$ cat src/rtl/shift_result_stage.sv
// Registered output stage behind the packed shifter.
// It holds results in a 2-entry FIFO, keeps per-set sticky overflow status and counts delivered results.
module shift_result_stage #(
    parameter int unsigned WIDTH = 4,
    parameter int unsigned SETS  = 2
) (
    input  logic                    clk,
    input  logic                    rst,
    input  logic                    in_valid,
    output logic                    in_ready,
    input  logic [SETS*WIDTH-1:0]   in_result,
    input  logic [SETS*WIDTH-1:0]   in_overflow,
    output logic                    out_valid,
    input  logic                    out_ready,
    output logic [SETS*WIDTH-1:0]   out_result,
    output logic [SETS-1:0]         out_ovf_flag,
    output logic [SETS-1:0]         sticky_ovf,
    input  logic                    clr_sticky,
    output logic [15:0]             result_count
);

    localparam int unsigned DATA_W  = SETS * WIDTH;
    localparam int unsigned COUNT_W = 16;

    generate
        if (WIDTH < 2 || SETS < 1) begin : g_param_check
            $error("shift_result_stage: WIDTH must be >= 2 and SETS must be >= 1");
        end
    endgenerate

    typedef struct packed {
        logic [SETS-1:0]   flag;
        logic [DATA_W-1:0] data;
    } entry_t;

    typedef enum logic [1:0] {
        EMPTY = 2'd0,
        ONE   = 2'd1,
        FULL  = 2'd2
    } state_t;

    state_t            state;
    entry_t            head;
    entry_t            tail;
    entry_t            new_entry;
    logic [SETS-1:0]   push_flag;
    logic              push;
    logic              pop;

    assign push = in_valid & in_ready;
    assign pop  = out_valid & out_ready;

    // Each set collapses its shifted-out bits into one flag.
    always_comb begin
        push_flag = '0;
        for (int unsigned i = 0; i < SETS; i++) begin
            push_flag[i] = |in_overflow[i*WIDTH +: WIDTH];
        end
    end

    assign new_entry = '{flag: push_flag, data: in_result};

    // FIFO occupancy. Head is zeroed whenever the FIFO drains, so an idle stage reads 0.
    always_ff @(posedge clk) begin
        if (rst) begin
            state     <= EMPTY;
            head      <= '0;
            tail      <= '0;
            in_ready  <= 1'b1;
            out_valid <= 1'b0;
        end else begin
            case (state)
                EMPTY: begin
                    if (push) begin
                        head      <= new_entry;
                        state     <= ONE;
                        out_valid <= 1'b1;
                    end
                end
                ONE: begin
                    if (push && pop) begin
                        head <= new_entry;
                    end else if (push) begin
                        tail     <= new_entry;
                        state    <= FULL;
                        in_ready <= 1'b0;
                    end else if (pop) begin
                        head      <= '0;
                        state     <= EMPTY;
                        out_valid <= 1'b0;
                    end
                end
                FULL: begin
                    if (pop) begin
                        head     <= tail;
                        tail     <= '0;
                        state    <= ONE;
                        in_ready <= 1'b1;
                    end
                end
                default: begin
                    head      <= '0;
                    tail      <= '0;
                    state     <= EMPTY;
                    in_ready  <= 1'b1;
                    out_valid <= 1'b0;
                end
            endcase
        end
    end

    // Clear and a same-cycle push combine so the new overflow event survives the clear.
    always_ff @(posedge clk) begin
        if (rst) begin
            sticky_ovf <= '0;
        end else if (clr_sticky) begin
            sticky_ovf <= push ? push_flag : SETS'(0);
        end else if (push) begin
            sticky_ovf <= sticky_ovf | push_flag;
        end
    end

    // Delivered-result counter, saturating.
    always_ff @(posedge clk) begin
        if (rst) begin
            result_count <= '0;
        end else if (pop && (result_count != {COUNT_W{1'b1}})) begin
            result_count <= result_count + COUNT_W'(1);
        end
    end

    assign out_result   = head.data;
    assign out_ovf_flag = head.flag;

endmodule
$ cat config.mk
export PLATFORM = sky130hd
export DESIGN_NAME = shift_result_stage
export DESIGN_NICKNAME = d
export VERILOG_FILES = /design/src/rtl/shift_result_stage.sv
export SDC_FILE = /design/constraint.sdc
export NUM_CORES = 1
export LEC_CHECK = 0
export BUFFER_PORTS_ARGS = -buffer_cell sky130_fd_sc_hd__buf_4
export CAP_MARGIN = 30
export CORE_MARGIN = 2
export CORE_UTILIZATION = 25
export CTS_CLUSTER_SIZE = 14
export DETAILED_ROUTE_END_ITERATION = 7
export PLACE_DENSITY_LB_ADDON = 0.3
export SLEW_MARGIN = 40
export SYNTH_ARGS = -nofsm -noshare
export SYNTH_HDL_FRONTEND = slang
export SYNTH_SLANG_ARGS = --single-unit
$ cat constraint.sdc
create_clock -name clk -period 4.23 [get_ports clk]
set_clock_uncertainty 0.1 [all_clocks]
set_input_delay 0.6345 -clock clk [delete_from_list [all_inputs] [get_ports clk]]
set_output_delay 0.6345 -clock clk [all_outputs]
set_load 0.01 [all_outputs]
==> results of run 1 <==
area by class of cell:
type / instances / share of cell area (%)
multi-input combinational: 177 / 42.79
sequential: 42 / 32.69
timing repair buffer: 51 / 14.86
tap: 102 / 4.954
clock buffer: 6 / 2.817
clock inverter: 2 / 1.457
inverter: 3 / 0.4371
per-layer routing:
metal,GRT usage [%],vias up
li1,-,997
met1,17.24,952
met2,20.30,52
met3,3.050,2
met4,3.623,0
met5,0,-
stage by stage:
step	total power [uW]	hold WS, ps	cell area [um^2]	utilization, %
3_5_place_dp	674.9	362.8	2466	31.75
5_1_grt	1036	402.9	2576	33.17
3_3_place_gp	672.3	358.8	2460	31.67
4_1_cts	995.6	382.9	2576	33.17
2_1_floorplan	589.9	349.3	2016	-
6_report	984.6	379.1	2576	33.17
report_power, final:
group / internal [uW] / switching, uW
logic: 93.1 / 107
registers: 426 / 40.5
clock network: 176 / 142
cell families after synthesis:
group           after synthesis  synth area share, %
simple gates                 82                24.64
compound gates               92                28.24
mux                           1               0.4966
flops                        42                41.71
fa+ha+maj                     1               0.6206
buf+inv                      20                3.848
xor+xnor                      1               0.4346
worst max-delay path, stage by stage, from the launching register on:
cell and delay, ps:
dfxtp_1 770, and3b_1 430, o32ai_2 730, a2bb2oi_1 150, a21oi_1 160
synthesized netlist by cell type:
| library cell | count | area share, % |
|---|---|---|
| a21o_1 | 1 | 0.37 |
| a21oi_1 | 40 | 9.9 |
| a221oi_1 | 1 | 0.43 |
| a22oi_1 | 10 | 3.7 |
| a2bb2oi_1 | 6 | 2.6 |
| a311oi_1 | 1 | 0.43 |
| and2_1 | 2 | 0.62 |
| and3_1 | 2 | 0.62 |
| and3b_1 | 1 | 0.43 |
| and4_1 | 1 | 0.43 |
| and4_2 | 1 | 0.50 |
| buf_1 | 3 | 0.56 |
| buf_2 | 2 | 0.50 |
| clkbuf_1 | 12 | 2.2 |
| dfxtp_1 | 42 | 42 |
| ha_1 | 1 | 0.62 |
| inv_1 | 3 | 0.56 |
| mux2i_1 | 1 | 0.50 |
| nand2_1 | 18 | 3.4 |
| nand2b_1 | 4 | 1.2 |
| nand3_1 | 6 | 1.5 |
| nand3b_1 | 2 | 0.74 |
| nand4_1 | 7 | 2.2 |
| nand4_2 | 1 | 0.62 |
| nand4b_1 | 11 | 4.8 |
| nor2_1 | 5 | 0.93 |
| nor3_1 | 4 | 0.99 |
| nor4_1 | 1 | 0.31 |
| o2111ai_1 | 1 | 0.43 |
| o21ai_0 | 19 | 4.7 |
| o21bai_1 | 3 | 1.1 |
| o31ai_1 | 6 | 2.2 |
| o32a_1 | 2 | 0.99 |
| o32ai_2 | 1 | 0.81 |
| o41ai_1 | 1 | 0.43 |
| or3_1 | 9 | 2.8 |
| or4_1 | 7 | 2.6 |
| xnor2_1 | 1 | 0.43 |
how the worst max path moves through the flow:
stage,depth (start not counted),slack [ps],to
global route,4,1600,out_result[4]$_SDFFE_PP0P_
finish,4,1820,out_result[4]$_SDFFE_PP0P_
CTS,4,1880,out_result[1]$_SDFFE_PP0P_
floorplan,5,2270,result_count[9]$_SDFFE_PP0P_
global placement,5,1870,result_count[13]$_SDFFE_PP0P_
detailed placement,5,1830,result_count[13]$_SDFFE_PP0P_
state kept, by name, summed over array words and instances, names as in the netlist:
signal / cells
result_count: 16
tail: 10
out_result: 8
out_ovf_flag: 2
state: 2
sticky_ovf: 2
in_ready: 1
out_valid: 1
placed cells by master (no fill, tap or decap), types with 3 or more instances in the layout:
| cell type | instances |
|---|---|
| nand2_1 | 18 |
| o31ai_1 | 6 |
| a2bb2oi_1 | 6 |
| nor3_1 | 3 |
| o21bai_1 | 3 |
| nand4_1 | 7 |
| inv_1 | 3 |
| or4_1 | 7 |
| dfxtp_1 | 41 |
| nand3_1 | 6 |
| a22oi_1 | 10 |
| or3_1 | 9 |
| a21oi_1 | 40 |
| buf_4 | 51 |
| o21ai_0 | 19 |
| nand2b_1 | 4 |
| nor2_1 | 5 |
| clkbuf_8 | 5 |
| nand4b_1 | 11 |
==> impl_metrics.env, run 1 <==
export IMPL_outcome="complete, no violations"
export IMPL_drtIter0Drc=81
export IMPL_reg2reg_depth=4
export IMPL_htreeDepth=2
export IMPL_setup_viol=0
export IMPL_worst_ep_required_time_ps=4350
export IMPL_timing_final_ws_setup_ps=1819
export IMPL_post_cts_buffers=0
export IMPL_cts_resized_gates=0
export IMPL_vias=2003
export IMPL_p_leak_uw=0.0009192
export IMPL_hp_start="sticky_ovf[0]$_SDFFE_PP0P_"
export IMPL_hold_path_end="sticky_ovf[0]$_SDFFE_PP0P_"
export IMPL_fin_cells=383
export IMPL_fmax_ghz=0.4147
export IMPL_critPathMaxFanout=23
export IMPL_vias_per_cell=5.230
export IMPL_ir_drop_mv=0.1444
export IMPL_root_buffer="clkbuf_8"
export IMPL_synthDistinctLibCells=38
export IMPL_grt_pass1_vias=1917
export IMPL_r2r_start="state[1]$_SDFFE_PP0P_"
export IMPL_gp_congestion=0.7338
export IMPL_syn_num_nets=261
export IMPL_post_route_period_util_pct=57.00
export IMPL_pre_cts_ws_ps=1826
export IMPL_slew_headroom_pct=47.60
export IMPL_grt_util_all_layers_pct=12.78
export IMPL_netlist_area_mm2=0.002016
export IMPL_power_density_mw_per_mm2=382.2
export IMPL_cp_start_kind="flop"
export IMPL_numCtsBuffers=5
export IMPL_holdBufCountCts=0
export IMPL_fin_crit_ps=2411
export IMPL_synth_cells=239
export IMPL_ios=51
export IMPL_grt_overflow_total=0
export IMPL_wl_met2_um=2568
export IMPL_hold_class="reg2reg"
export IMPL_highest_layer="met4"
export IMPL_postRouteAntennaNets=0
export IMPL_antenna_found_initial=0
export IMPL_post_route_drc_count=0
export IMPL_cts_tree="built"
export IMPL_setup_tns_ps=0
export IMPL_wl_per_cell_um=14.64
export IMPL_firstDrtPassIters=5
export IMPL_initial_core_util_pct=25.95
export IMPL_cts_sinks=42
export IMPL_setup_worst_path_start="state[1]$_SDFFE_PP0P_"
export IMPL_dp_cells=375
export IMPL_die_w_um=93.79
export IMPL_finalHoldViolCount=0
export IMPL_path_class="reg2reg"
export IMPL_drive_gt1_share_pct=22.42
export IMPL_wl_met3_um=273
export IMPL_yosysWarnings=0
export IMPL_ys_ff_latch=42
export IMPL_fill_cells=836
export IMPL_grt_pass1_wl_um=9218
export IMPL_avgSynthCellArea_um2=8.434
export IMPL_ff_latch_area_um2=842.1
export IMPL_coreArea_mm2=0.007767
export IMPL_routed_wl_um=5609
export IMPL_crit_arrival_ps=2530
export IMPL_m1WireLength_um=2745
export IMPL_hold_depth=2
export IMPL_grt_max_degree=44
export IMPL_area_growth_pct=27.81
export IMPL_die_h_um=93.79
export IMPL_maxCapViolCount=0
export IMPL_cts_buffer_depth=2
export IMPL_rrSetupSlack_ps=1820
export IMPL_clk_pin_slew_ps=80
export IMPL_dieArea_mm2=0.008797
export IMPL_r2r_end="out_result[4]$_SDFFE_PP0P_"
export IMPL_rsz0062_at_grt="no"
export IMPL_num_antenna_cells=0
export IMPL_worst_pin_slew_ps=785.9
export IMPL_dpl_hpwl_um=3736
export IMPL_drv_slew=0
export IMPL_clock_latency_ps=290
export IMPL_yosysSeqAreaShare_pct=41.71
export IMPL_layout_nets=302
export IMPL_port_buffers=50
export IMPL_cp_end_kind="flop"
export IMPL_multi_input_area_mm2=0.001102
export IMPL_row_count=32
No activity file was read; power rests on OpenSTA's default activity.
==> inputs of run 2 (changes only) <==
ABC_AREA = 1   (was not set)
clock period = 2.35 ns   (was 4.23 ns; I/O delays follow)
==> run 2 against run 1 <==
Net effect:
- register-to-register slack lost 1200 ps
- combinational power rose to 2.7 times the previous value
- global-route usage fell by 0.066 points
- core utilization down 0.82 points
- die area up 4.5%
- count of clock-buffer cells in the layout grew 1
- largest cell class unchanged
- clock power grew 52%
- sequential power up 82%
- critical endpoint is now tail[8]$_SDFFE_PP0P_
- power up 90%
- worst hold slack worse by 160 ps
==> impl_metrics.env, run 2 <==
export IMPL_cts_sinks=42
export IMPL_netlist_area_leader_share_pct=39.86
export IMPL_cts_buffer_depth=2
export IMPL_final_area_mm2=0.002658
export IMPL_die_h_um=95.86
export IMPL_routed_wl_um=5345
export IMPL_die_w_um=95.86
export IMPL_finalHoldViolCount=0
export IMPL_ys_ff_latch=42
export IMPL_cts_resized_gates=0
export IMPL_num_antenna_cells=0
export IMPL_slew_headroom_pct=67.01
export IMPL_avgSynthCellArea_um2=6.655
export IMPL_fmax_ghz=0.5734
export IMPL_numCtsBuffers=5
export IMPL_postRouteAntennaNets=0
export IMPL_htreeDepth=2
export IMPL_initial_core_util_pct=25.67
export IMPL_syn_num_nets=339
export IMPL_fin_crit_ps=1744
export IMPL_coreArea_mm2=0.008217
export IMPL_path_class="reg2reg"
export IMPL_top_register="result_count"
export IMPL_synth_area_top_cells="dfxtp_1 40%, nand2_1 22%, a21oi_1 9.0%, nor2_1 5.5%, nand3_1 3.3%"
export IMPL_critPathMaxFanout=12
export IMPL_post_route_period_util_pct=74.21
export IMPL_placed_area_mm2=0.002566
export IMPL_antenna_found_initial=0
export IMPL_clk_pin_slew_ps=80
export IMPL_synthFlopType="dfxtp_1"
export IMPL_drive_gt1_share_pct=21.25
export IMPL_grt_pass1_vias=2048
export IMPL_utilization_pct=32.34
export IMPL_grt_pass1_wl_um=9342
export IMPL_root_buffer="clkbuf_8"
export IMPL_hold_class="in2reg"
export IMPL_dieArea_mm2=0.009189
export IMPL_post_cts_buffers=0
export IMPL_grt_max_degree=33
export IMPL_firstDrtPassIters=4
export IMPL_gp_congestion=0.7802
export IMPL_drv_slew=0
export IMPL_port_buffers=50
export IMPL_vias=2087
export IMPL_area_growth_pct=25.98
export IMPL_final_common_cell="nand2_1"
export IMPL_worst_pin_slew_ps=493.4
export IMPL_yosysMostFrequentCell="nand2_1"
export IMPL_drtIter0Drc=65
export IMPL_yosys_top_cells_count="123 x nand2_1, 42 x dfxtp_1, 38 x a21oi_1"
export IMPL_grt_util_all_layers_pct=12.72
export IMPL_holdBufCountCts=0
export IMPL_crit_arrival_ps=1830
export IMPL_outcome="complete, no violations"
export IMPL_rsz0062_at_grt="no"
export IMPL_cp_end_kind="flop"
export IMPL_yosysWarnings=0
export IMPL_layout_common_cells="123 x nand2_1, 52 x buf_4, 42 x dfxtp_1"
export IMPL_power_density_mw_per_mm2=705.6
export IMPL_ir_drop_mv=0.3191
export IMPL_hold_worst_slack_ps=214.8
export IMPL_maxCapViolCount=0
export IMPL_dpl_hpwl_um=3870
export IMPL_synth_top_area_cell="dfxtp_1"
export IMPL_synth_cells=317
export IMPL_synthDistinctLibCells=26
export IMPL_synth_edff_count=0
export IMPL_worst_ep_required_time_ps=2430
export IMPL_power_uw=1875
export IMPL_layout_nets=388
export IMPL_setup_tns_ps=0
export IMPL_yosysSeqAreaShare_pct=39.86
export IMPL_setup_viol=0
export IMPL_ios=51
export IMPL_netlist_area_mm2=0.002110
export IMPL_ys_async_sr_fraction_pct=0
export IMPL_largest_reg_flops=16
export IMPL_post_route_drc_count=0
export IMPL_cp_start_kind="flop"
export IMPL_clock_latency_ps=290
export IMPL_vias_per_cell=4.422
export IMPL_cts_tree="built"
export IMPL_row_count=33
export IMPL_grt_overflow_total=0
export IMPL_p_leak_uw=0.001160
export IMPL_wl_per_cell_um=11.32
run 2: cell count changes in the layout (fill, tap and decap cells not counted), moves of 9 or more:
cell,before,now
a22oi_1,10,0
inv_1,3,16
nand4b_1,11,0
nor2_1,5,31
nand2_1,18,123
o21ai_0,19,6
or3_1,9,0
run 2: cell type report:
class	instances	area (um^2)
fillers	903	5559
multi-input cells	245	1129
flip-flops and latches	42	840.8
repair buffers	52	390.4
well taps	105	131.4
clock buffers	7	86.33
inverters	20	75.07
clock inverters	1	5.005
run 2: worst paths after layout:
| path | from | end | slack (ps) | cells after the start |
|---|---|---|---|---|
| worst max-delay path | state[1]$_SDFFE_PP0P_ | tail[8]$_SDFFE_PP0P_ | 610 | 7 |
| worst min-delay path | in_result[4] | tail[4]$_SDFFE_PP0P_ | 210 | 3 |
| worst max register to register | state[1]$_SDFFE_PP0P_ | tail[8]$_SDFFE_PP0P_ | 610 | 7 |
| worst min register to register | out_result[0]$_SDFFE_PP0P_ | out_result[0]$_SDFFE_PP0P_ | 360 | 2 |
run 2: kinds of logic after synthesis:
group	after synthesis	share of synthesized area, %
AND/OR/NAND/NOR	191	38.43
adder cells (fa/ha/maj)	1	0.5930
buffers and inverters	30	6.643
XOR/XNOR	7	2.906
flip-flops	42	39.86
AO/OA/AOI/OAI	46	11.57
run 2: worst max-delay path: stages, from the launching register on:
cell	delay, ps
dfxtp_1	390
inv_2	70
nand2_2	100
inv_2	130
nand2_4	90
nand4_1	410
a21oi_1	280
nor2_1	60
run 2: power by group:
part	switching [uW]	leakage [uW]	internal, uW
Sequential	50.1	0.000342	797
Clock	246	0.0000482	237
Combinational	342	0.000770	203
run 2: through the flow:
| step | cells | setup slack [ps] |
|---|---|---|
| after floorplan | 317 | 723.0 |
| after global placement | 464 | 539.5 |
| after detailed placement | 464 | 515.2 |
| after CTS | 472 | 575.7 |
| after global routing | 472 | 348.3 |
| final | 472 | 606.1 |
run 2: layer usage:
layer / wire, um / global-route usage, %
met2: 2496 / 21.85
met5: 0 / 0
met4: 11 / 2.738
met1: 2458 / 16.35
met3: 379 / 2.741
